### src/rtl/openip_fifo_pkg.sv
// Shared sizing helpers for the openip FIFO slice and its pointer sub-module.
// Pointer width is never below 1 bit so DEPTH=1 still has a legal index vector.
package openip_fifo_pkg;

    function automatic int ptr_width(input int depth);
        return (depth <= 2) ? 1 : $clog2(depth);
    endfunction

    function automatic int cnt_width(input int depth);
        return $clog2(depth + 1);
    endfunction

endpackage

### src/rtl/openip_fifo_ptr.sv
// Storage index that counts 0..DEPTH-1 and wraps by explicit compare, so DEPTH
// need not be a power of two. clr has priority over inc.
module openip_fifo_ptr
    import openip_fifo_pkg::*;
#(
    parameter int DEPTH = 2,
    parameter int PW    = ptr_width(DEPTH)
) (
    input  logic          clk,
    input  logic          rstn,
    input  logic          inc,
    input  logic          clr,
    output logic [PW-1:0] ptr
);

    localparam logic [PW-1:0] LAST = PW'(DEPTH - 1);

    logic [PW-1:0] ptr_nxt;

    always_comb begin
        ptr_nxt = ptr;
        if (clr) begin
            ptr_nxt = '0;
        end else if (inc) begin
            ptr_nxt = (ptr == LAST) ? '0 : ptr + PW'(1);
        end
    end

    always_ff @(posedge clk or negedge rstn) begin
        if (!rstn) begin
            ptr <= '0;
        end else begin
            ptr <= ptr_nxt;
        end
    end

endmodule

### src/rtl/openip_fifo_slice.sv
// Valid/ready buffer of DEPTH entries with optional zero-latency fall-through and
// registered almost_full. Optional synchronous flush port: OPENIP_FIFO_FLUSH_EN.
module openip_fifo_slice
    import openip_fifo_pkg::*;
#(
    parameter int  DATA_WIDTH   = 1,
    parameter type TYPE         = logic [DATA_WIDTH-1:0],
    parameter int  DEPTH        = 2,
    parameter bit  FALL_THROUGH = 1'b0,
    parameter int  AF_LEVEL     = DEPTH - 1
) (
    input  logic                          clk,
    input  logic                          rstn,
    input  logic                          w_valid,
    output logic                          w_ready,
    input  TYPE                           w_data,
    output logic                          r_valid,
    input  logic                          r_ready,
    output TYPE                           r_data,
    output logic [cnt_width(DEPTH)-1:0]   count,
    output logic                          almost_full
`ifdef OPENIP_FIFO_FLUSH_EN
   ,input  logic                          flush
`endif
);

    localparam int CW = cnt_width(DEPTH);
    localparam int PW = ptr_width(DEPTH);
    // The DEPTH-1 default collapses to 0 for DEPTH=1; keep the flag meaningful.
    localparam int AF_EFF = (AF_LEVEL < 1) ? 1 : AF_LEVEL;

    localparam logic [CW-1:0] CNT_FULL = CW'(DEPTH);
    localparam logic [CW-1:0] CNT_AF   = CW'(AF_EFF);

`ifndef OPENIP_FIFO_FLUSH_EN
    logic flush;
    assign flush = 1'b0;
`endif

    TYPE mem [DEPTH];

    logic [PW-1:0] rd_ptr;
    logic [PW-1:0] wr_ptr;
    logic [CW-1:0] count_nxt;
    logic          empty;
    logic          full;
    logic          bypass;
    logic          wr_hs;
    logic          rd_hs;
    logic          byp_beat;
    logic          push;
    logic          pop;

    assign empty  = (count == '0);
    assign full   = (count == CNT_FULL);
    assign bypass = FALL_THROUGH && empty;

    // Ready and valid come from state (plus w_valid in bypass) only; r_ready never reaches w_ready.
    assign w_ready = !full && !flush;
    assign r_valid = (bypass ? w_valid : !empty) && !flush;
    assign r_data  = bypass ? w_data : mem[rd_ptr];

    assign wr_hs    = w_valid && w_ready;
    assign rd_hs    = r_valid && r_ready;
    assign byp_beat = bypass && wr_hs && rd_hs;
    assign push     = wr_hs && !byp_beat;
    assign pop      = rd_hs && !byp_beat;

    always_comb begin
        count_nxt = count;
        if (flush) begin
            count_nxt = '0;
        end else begin
            count_nxt = count + CW'(push) - CW'(pop);
        end
    end

    always_ff @(posedge clk or negedge rstn) begin
        if (!rstn) begin
            count       <= '0;
            almost_full <= 1'b0;
        end else begin
            count       <= count_nxt;
            almost_full <= (count_nxt >= CNT_AF);
        end
    end

    always_ff @(posedge clk) begin
        if (push) begin
            mem[wr_ptr] <= w_data;
        end
    end

    openip_fifo_ptr #(
        .DEPTH (DEPTH),
        .PW    (PW)
    ) u_wr_ptr (
        .clk  (clk),
        .rstn (rstn),
        .inc  (push),
        .clr  (flush),
        .ptr  (wr_ptr)
    );

    openip_fifo_ptr #(
        .DEPTH (DEPTH),
        .PW    (PW)
    ) u_rd_ptr (
        .clk  (clk),
        .rstn (rstn),
        .inc  (pop),
        .clr  (flush),
        .ptr  (rd_ptr)
    );

    a_no_overflow:  assert property (@(posedge clk) disable iff (!rstn) !(push && full));
    a_no_underflow: assert property (@(posedge clk) disable iff (!rstn) !(pop && !r_valid));

endmodule

### config.mk
export PLATFORM = sky130hd
export DESIGN_NAME = openip_fifo_slice
export DESIGN_NICKNAME = d
export VERILOG_FILES = /design/src/rtl/openip_fifo_pkg.sv /design/src/rtl/openip_fifo_ptr.sv /design/src/rtl/openip_fifo_slice.sv
export SDC_FILE = /design/constraint.sdc
export NUM_CORES = 1
export LEC_CHECK = 0
export ABC_CLOCK_PERIOD_IN_PS = 1500
export BUFFER_PORTS_ARGS = -buffer_cell sky130_fd_sc_hd__buf_2
export CAP_MARGIN = 40
export CORE_AREA = 4 4 41 43
export CTS_CLUSTER_SIZE = 40
export DETAILED_ROUTE_END_ITERATION = 7
export DIE_AREA = 0 0 45 47
export GPL_TIMING_DRIVEN = 0
export PLACE_DENSITY_LB_ADDON = 0.15
export SYNTH_ARGS = -nofsm -noshare
export SYNTH_HDL_FRONTEND = slang
export SYNTH_SLANG_ARGS = --single-unit
### constraint.sdc
create_clock -name clk -period 1.5 [get_ports clk]
set_input_delay 0.225 -clock clk [delete_from_list [all_inputs] [get_ports clk]]
set_output_delay 0.225 -clock clk [all_outputs]
set_load 0.02 [all_outputs]
# Word level (Yosys, flattened, before mapping)

Memory sizes are Yosys's and may differ from the RTL's.
Cells that the tools add are included.

Bits in registers: 5
Latch bits: 0
Bits in writable memories: 2
Memory bits (read-only): 0
Bits of input ports: 5
Output and inout bits: 6
Logic and storage cells: 20
Memories kept: 1

Memory list:

| memory | depth | bits a word | read ports | clocked after memory_dff | wr ports | RTL line                | RTL |
|---|---|---|---|---|---|---|---|
| mem    | 2     | 1           | 1          | 0                        | 1        | openip_fifo_slice.sv:40 | `TYPE mem [DEPTH];` |

Add/sub/neg operators: 4
$mul: 0
Div/mod/pow operators: 0
Order comparisons: 1
Equality and inequality tests: 1
Shift-type cells: 0
Multiplexer cells: 4
Bitwise operators: 0
Reduce and logical (&&, ||, !) cells: 5

Operators by type and width:

| kind                  | count |
|---|---|
| $mux W1               | 4 |
| $add A1 B1 Y1 const B | 2 |
| $add A2 B1 Y2         | 1 |
| $eq A2 B2 Y1 const B  | 1 |
| $ge A2 B1 Y1 const B  | 1 |
| $logic_and A1 B1 Y1   | 2 |
| $logic_not A1 Y1      | 2 |
| $logic_not A2 Y1      | 1 |
| $sub A2 B1 Y2         | 1 |

# Logic depth before layout (Yosys ltp)

Gate-level depths: netlist of run 1.

Word-level depth: 6
Mapped depth: 6
Depth with buffers taken out: 6

# Hierarchy

A second synthesis of run 1 with hierarchy kept.

Cell total of the unflattened synthesis: 32
Area, all modules: 362.8 µm²

Modules (own cells, without submodules):

| module            | times used | cells an instance | area an instance (µm²) | sequential area each (µm²) |
|---|---|---|---|---|
| openip_fifo_slice | 1          | 26                | 287.8                  | 135.1 |
| openip_fifo_ptr   | 2          | 3                 | 37.5                   | 25.0 |

# Least setup slack after synthesis of run 1

Ideal clock, no wire load.

Kind: reg2reg
From: reg count[1]
To: reg almost_full
Library setup time: 129 ps
Arrival: 1,317 ps
Required time: 1,371 ps
Slack: 54 ps
Cell stages (with the launch flop): 7
Path buffers: 0
Period minus slack after synthesis: 1,446 ps
Cells stage by stage: dfrtp_1 > nor2b_1 > a211oi_1 > nor2_1 > ha_1 > nor2b_1 > mux2i_1

Longest elaborated chain between the ends: 6
Elaborated cells between the ends (all ways): 9
Those cells by class: add/sub: 2; order compare: 1; eq/ne: 1; reduce/logical: 5

RTL lines:

| what                     | RTL line                | RTL |
|---|---|---|
| start: declaration       | openip_fifo_slice.sv:20 | `output logic [cnt_width(DEPTH)-1:0] count,` |
| start signal: assignment | openip_fifo_slice.sv:83 | `count <= count_nxt;` |
| $eq A2 B2 Y1             | openip_fifo_slice.sv:55 | `assign full = (count == CNT_FULL);` |
| $logic_not A1 Y1         | openip_fifo_slice.sv:59 | `assign w_ready = !full && !flush;` |
| $logic_and A1 B1 Y1      | openip_fifo_slice.sv:63 | `assign wr_hs = w_valid && w_ready;` |
| $add A2 B1 Y2            | openip_fifo_slice.sv:74 | `count_nxt = count + CW'(push) - CW'(pop);` |
| $sub A2 B1 Y2 *          | openip_fifo_slice.sv:74 |  |
| named net count_nxt[0]   | openip_fifo_slice.sv:44 | `logic [CW-1:0] count_nxt;` |
| $ge A2 B1 Y1 *           | openip_fifo_slice.sv:84 | `almost_full <= (count_nxt >= CNT_AF);` |
| end signal: assignment   | openip_fifo_slice.sv:84 |  |
| end: declaration         | openip_fifo_slice.sv:21 | `output logic almost_full` |

The timed path passes the listed nets; every way through them passes the cells marked *.
A chain may end at the register's enable or synchronous reset.

# Worst setup path in the final report of run 1

From: reg count[0]
To: reg almost_full

Same word-level chain as after synthesis.

==> flow_summary.toml, run 1 <==
[critical_path]
timing.rr.start = "count[0]"
cpLargestDelayFamily = "flip-flops"
end_kind = "flip-flop"
crit_chain = "a211oi_1 -> nor2_1 -> ha_1 -> nor2b_1 -> mux2i_1"
slowest_stage = "dfrtp_2"
cp-start-kind = "flip-flop"
cp_slowest_stage_delay_ns = 0.45
cp_num_buf_inv = 0
r2r_slack_ns = 0.1
reg2reg_depth = 5
path_class = "reg -> reg"
critPathRequiredTime_ns = 1.62
cp_max_fo = 8
critPathArrivalTime_ns = 1.52
r2r-end = "almost_full"

[hold_path]
whs_path_depth = 1
hold_path.class = "in -> reg"
holdPathEnd = "mem[0]"
hold_start = "w_data"

[synth]
ys.flop_type = "dfrtp_1"
ys_ff_latch = 7
async_reset_ff_share_pct = 71.4
synthDominantCellAreaShare_pct = 36.5
syn-cell-area_um2 = 343
yosysUniqueCellTypes = 17
synth_edf_count = 2
syn_avg_cell_area_um2 = 11.8
synth_nets = 35
ys_top_cells_by_count = "dfrtp_1, nor2_1, xnor2_1"
synth_cells = 29
yosys-top-cells-area = "dfrtp_1, edfxtp_1, xnor2_1"
yosysWarnings = 0
yosysTopAreaCell = "dfrtp_1"
yosysSeqAreaShare_pct = 54.0
synth_most_common_cell = "dfrtp_1"

[sta]
setup_tns_ns = 0
slew_violations = 0
period_needed_ns = 1.40
timing.final.crit_share_pct = 93.4
hold_viol = 0
setup_viol = 0
relSlewSlack_pct = 83.0
grt_setup_unrepaired = "no"
fmax_mhz = 714
worst_pin_slew_ns = 0.255
fin_skew_ns = 0.00168

[finish]
drive_above_1_share_pct = 40.9
fin_nets = 51
antenna_cells = 0
syn_to_final_growth_pct = 31.4

[placed_design]
place_congestion = 0.670
io_buffers = 10

[detailed_routing]
via_per_inst = 4.29
first_pass_iters = 2
drcViolationCount = 0
vias = 253
wl_per_cell_um = 11.9
drt_iter0_drc = 3
wirelength_um = 701
antenna_left = 0

[power_and_ir_drop]
ir_worst_vdd_uv = 608
leakage_nw = 0.199
power_mw = 1.01
power_density_nw_per_um2 = 2250

[clock_tree]
cts_buffer_depth = 2
cts.sinks = 7
cts_inserted_buffers = 3
post_cts_buffers = 0
clkTransAtPathRegs_ns = 0.05
root_buffer = "clkbuf_4"
cts_tree = "yes"
clk_latency_ns = 0.25
htreeDepth = 1

[floorplanning]
ioPinCount = 11
dieArea_um2 = 2120
num_rows = 13
die_w_um = 45
die_height_um = 47
core_um2 = 1300
start_util_pct = 26.3

[grt]
overflow = 0
grt_pass1_vias = 267
grt_pass1_wl_mm = 1.12
grtUsageTotal_pct = 7.82
grt_antenna_before_repair = 0
grt_max_degree = 9

[run]
cap_violations = 0

[outcome]
status = "finished, final reports clean"
==> sequential cells by signal, summed over array words and instances, names as in the netlist <==
| register | count |
|---|---|
| almost_full | 1 |
| count | 2 |
| mem | 2 |
| u_rd_ptr.ptr | 1 |
| u_wr_ptr.ptr | 1 |
==> metal layers <==
metal  routed length [µm]  vias to the layer above  track usage, %
met5                    0                        -               0
met4                    0                        0            5.26
met3                   55                        0            4.98
met2                  374                        5            12.7
met1                  271                      116            7.26
li1                     -                      132               -
==> where the power goes <==
| group | switching [mW] | internal [mW] | total, mW |
|---|---|---|---|
| clock | 0.0686 | 0.101 | 0.170 |
| combinational | 0.264 | 0.211 | 0.475 |
| sequential | 0.0791 | 0.290 | 0.369 |
| total | 0.411 | 0.602 | 1.01 |
==> layout by cell type (no fill, tap or decap), drive strengths merged <==
cell / synthesis / routed
nand2b: 1 / 1
edfxtp: 2 / 2
dfrtp: 5 / 5
dlygate4sd3: 0 / 1
o21ai: 1 / 1
or2: 1 / 1
xnor2: 3 / 3
buf: 0 / 10
a32oi: 1 / 1
nor2b: 2 / 2
ha: 1 / 1
nand2: 2 / 2
mux2: 1 / 1
a211oi: 1 / 1
mux2i: 1 / 1
nand3: 1 / 1
clkbuf: 0 / 4
a21bo: 1 / 1
nor2: 4 / 4
and3: 1 / 1
==> repair_timing <==
item	in CTS	in global routing
resized for setup	0	2
endpoints found under the hold margin	5	0
setup endpoints to repair	0	1
hold buffers	1	0
==> worst max-delay path by stage <==
stage / startpoint / end / slack, ns / cells after the start
floorplan: count[1] / almost_full / 0.05 / 6
global placement: w_valid / almost_full / 0.12 / 7
detailed placement: count[1] / almost_full / 0.04 / 6
CTS: count[1] / almost_full / 0.002 / 6
global route: count[0] / almost_full / 0.008 / 5
finish: count[0] / almost_full / 0.1 / 5
==> area by class of cell <==
cell class              count  area (µm²)
fillers                   155         851
flip-flops and latches      7         188
multi-input cells          22         158
repair buffers             11        60.1
clock buffers               4        26.3
well taps                  15        18.8
==> through the flow <==
stage / utilization (%) / setup slack, ns / cells / instance area, µm² / hold slack, ns
2_1_floorplan: - / 0.0535 / 29 / 343 / -0.0706
6_report: 34.6 / 0.0990 / 59 / 450 / 0.168
3_3_place_gp: 31.6 / 0.122 / 54 / 412 / 0.0445
3_5_place_dp: 31.6 / 0.0363 / 54 / 412 / 0.0469
5_1_grt: 34.6 / 0.00771 / 59 / 450 / 0.168
4_1_cts: 34.4 / 0.00171 / 59 / 448 / 0.158
==> cell families (layout without fill, tap and decap cells) <==
family | count (synthesis) | count (layout) | share of synthesized area (%)
flip-flops | 7 | 7 | 54.0
multiplexers | 2 | 2 | 6.20
XOR/XNOR | 3 | 3 | 7.67
adder cells (fa/ha/maj) | 1 | 1 | 3.65
AO/OA/AOI/OAI | 4 | 4 | 11.3
AND/OR/NAND/NOR | 12 | 12 | 17.2
buffers and inverters | 0 | 15 | 0
(Power assumes the default switching activity.)
==> inputs of run 2 (changes only) <==
--- a/config.mk
+++ b/config.mk
@@ -5,7 +5,7 @@
 export SDC_FILE = /design/constraint.sdc
 export NUM_CORES = 1
 export LEC_CHECK = 0
-export ABC_CLOCK_PERIOD_IN_PS = 1500
+export ABC_CLOCK_PERIOD_IN_PS = 1220
 export BUFFER_PORTS_ARGS = -buffer_cell sky130_fd_sc_hd__buf_2
 export CAP_MARGIN = 40
 export CORE_AREA = 4 4 41 43
@@ -14,6 +14,7 @@
 export DIE_AREA = 0 0 45 47
 export GPL_TIMING_DRIVEN = 0
 export PLACE_DENSITY_LB_ADDON = 0.15
+export SLEW_MARGIN = 20
 export SYNTH_ARGS = -nofsm -noshare
 export SYNTH_HDL_FRONTEND = slang
 export SYNTH_SLANG_ARGS = --single-unit
==> constraint.sdc (replaced) <==
create_clock -name clk -period 1.22 [get_ports clk]
set_input_delay 0.183 -clock clk [delete_from_list [all_inputs] [get_ports clk]]
set_output_delay 0.183 -clock clk [all_outputs]
set_load 0.02 [all_outputs]
==> run 2 against run 1 <==
The run now ends with negative setup slack left. Clock power is 24% higher. First-iteration DRC count stayed put. Maximum frequency is 4.4% higher. Final cell count is 5.1% higher. Largest cell class unchanged.
==> flow_summary.toml, run 2 (synthesis gave the netlist of run 1 again) <==
[placed_design]
post-place-cells = 54
place_area_um2 = 422
place_congestion = 0.680
io_buffers = 10
dp_hpwl_um = 567
place_ws_ns = -0.130

[critical_path]
crit_chain = "a211oi_2 -> nor2_1 -> ha_1 -> nor2b_1 -> mux2i_1"
cp_slowest_stage_delay_ns = 0.45
end_kind = "flip-flop"
cp_max_fo = 7
timing.rr.start = "count[0]"
critPathArrivalTime_ns = 1.46
critPathRequiredTime_ns = 1.34
r2r_slack_ns = -0.12
cp-start-kind = "flip-flop"
cpLargestDelayFamily = "flip-flops"
slowest_stage = "dfrtp_2"
path_class = "reg -> reg"
cp_num_buf_inv = 0
reg2reg_depth = 5
r2r-end = "almost_full"

[sta]
slew_violations = 0
period_needed_ns = 1.34
fin_skew_ns = 0.00173
hold_viol = 0
timing.final.crit_share_pct = 110
worst_pin_slew_ns = 0.240
setup_tns_ns = -0.291
setup_viol = 4
setup_slack_ns = -0.122
relSlewSlack_pct = 84.0
fmax_mhz = 745
grt_setup_unrepaired = "yes"

[finish]
fin_nets = 54
layout_common_cells = "buf_2, buf_4, nor2_1"
reg_top3 = "count (2), mem (2)"
post-route-cell-area_um2 = 502
n_fill_cell = 140
fin_cells = 62
final_core_util_pct = 38.6
drive_above_1_share_pct = 48.9
layout_commonest_cell = "buf_2"
syn_to_final_growth_pct = 46.4
antenna_cells = 0

[hold_path]
hold_path.class = "in -> reg"
holdPathEnd = "mem[0]"
hold_start = "w_data"
whs_path_depth = 1

[detailed_routing]
drt_iter0_drc = 3
vias = 277
wirelength_um = 734
wl_per_cell_um = 11.8
drcViolationCount = 0
antenna_left = 0
first_pass_iters = 2
via_per_inst = 4.47

[grt]
grt_pass1_wl_mm = 1.23
grt_max_degree = 8
grt_pass1_vias = 296
grt_antenna_before_repair = 0
overflow = 0
grtUsageTotal_pct = 8.90

[outcome]
status = "finished, violations left"
failed_checks = "negative setup slack"

[clock_tree]
cts_inserted_buffers = 3
htreeDepth = 1
cts.sinks = 7
root_buffer = "clkbuf_4"
clkTransAtPathRegs_ns = 0.05
clk_latency_ns = 0.25
cts_tree = "yes"
cts_buffer_depth = 2

[power_and_ir_drop]
p_sw_uw = 538
p_int_uw = 875
power.share.clock_pct = 14.9
power_frac_comb_pct = 53.3
seqPwrFrac_pct = 31.8
power_density_nw_per_um2 = 2820
leakage_nw = 0.227
ir_worst_vdd_uv = 813
swShare_pct = 38.1

[floorplanning]
start_util_pct = 26.3
die_w_um = 45
die_height_um = 47
core_um2 = 1300
num_rows = 13
dieArea_um2 = 2120
ioPinCount = 11

[run]
cap_violations = 0
-- run 2: changes by cell type in the layout (fill, tap and decap cells not counted), sizes merged --
| cell | before | now |
|---|---|---|
| buf | 10 | 13 |
-- run 2: worst max path at each step --
stage	start	end	slack, ns	depth (start not counted)
after detailed placement	count[0]	almost_full	-0.13	5
final	count[0]	almost_full	-0.12	5
after global placement	count[1]	almost_full	-0.11	6
after CTS	count[0]	almost_full	-0.13	5
after floorplan	count[0]	almost_full	-0.1	5
after global routing	count[0]	almost_full	-0.18	5
-- run 2: cell type report --
type                    count  area (µm²)  share of cell area, %
clock buffers               4        26.3                   5.24
multi-input cells          22         169                   33.7
flip-flops and latches      7         188                   37.4
well taps                  15        18.8                   3.74
repair buffers             14         100                   20.0
-- run 2: power by group through the flow --
stage / Clock, mW / Sequential (mW) / Combinational [mW]
6_report: 0.210 / 0.450 / 0.754
5_1_grt: 0.246 / 0.463 / 0.821
4_1_cts: 0.225 / 0.451 / 0.758
3_5_place_dp: 0 / 0.472 / 0.597
3_3_place_gp: 0 / 0.466 / 0.575
2_1_floorplan: 0 / 0.511 / 0.378
-- run 2: routing by layer --
| metal | part of all wire (%) | track usage (%) |
|---|---|---|
| met2 | 50 | 13.6 |
| met3 | 6.7 | 4.60 |
| met4 | 0.82 | 7.02 |
| met5 | 0 | 0 |
| met1 | 42 | 9.26 |
-- run 2: timing repair --
| action | in CTS | in global routing |
|---|---|---|
| hold endpoints to repair | 5 | 0 |
| gates cloned | 0 | 0 |
| endpoints found under the setup margin | 4 | 6 |
| pin swaps | 0 | 0 |
| setup buffers | 3 | 0 |
| hold buffers | 1 | 0 |
| resized for setup | 6 | 1 |
-- run 2: metrics by stage --
step	hold slack, ns	power, mW
floorplan	-0.113	0.889
global placement	0.00211	1.04
detailed placement	0.00837	1.07
CTS	0.120	1.43
global route	0.109	1.53
finish	0.135	1.41
-- run 2: worst reg2reg max path, cell delays in order (launching register included) --
cell      delay [ns]
dfrtp_2         0.45
a211oi_2        0.20
nor2_1          0.07
ha_1            0.30
nor2b_1         0.12
mux2i_1         0.08
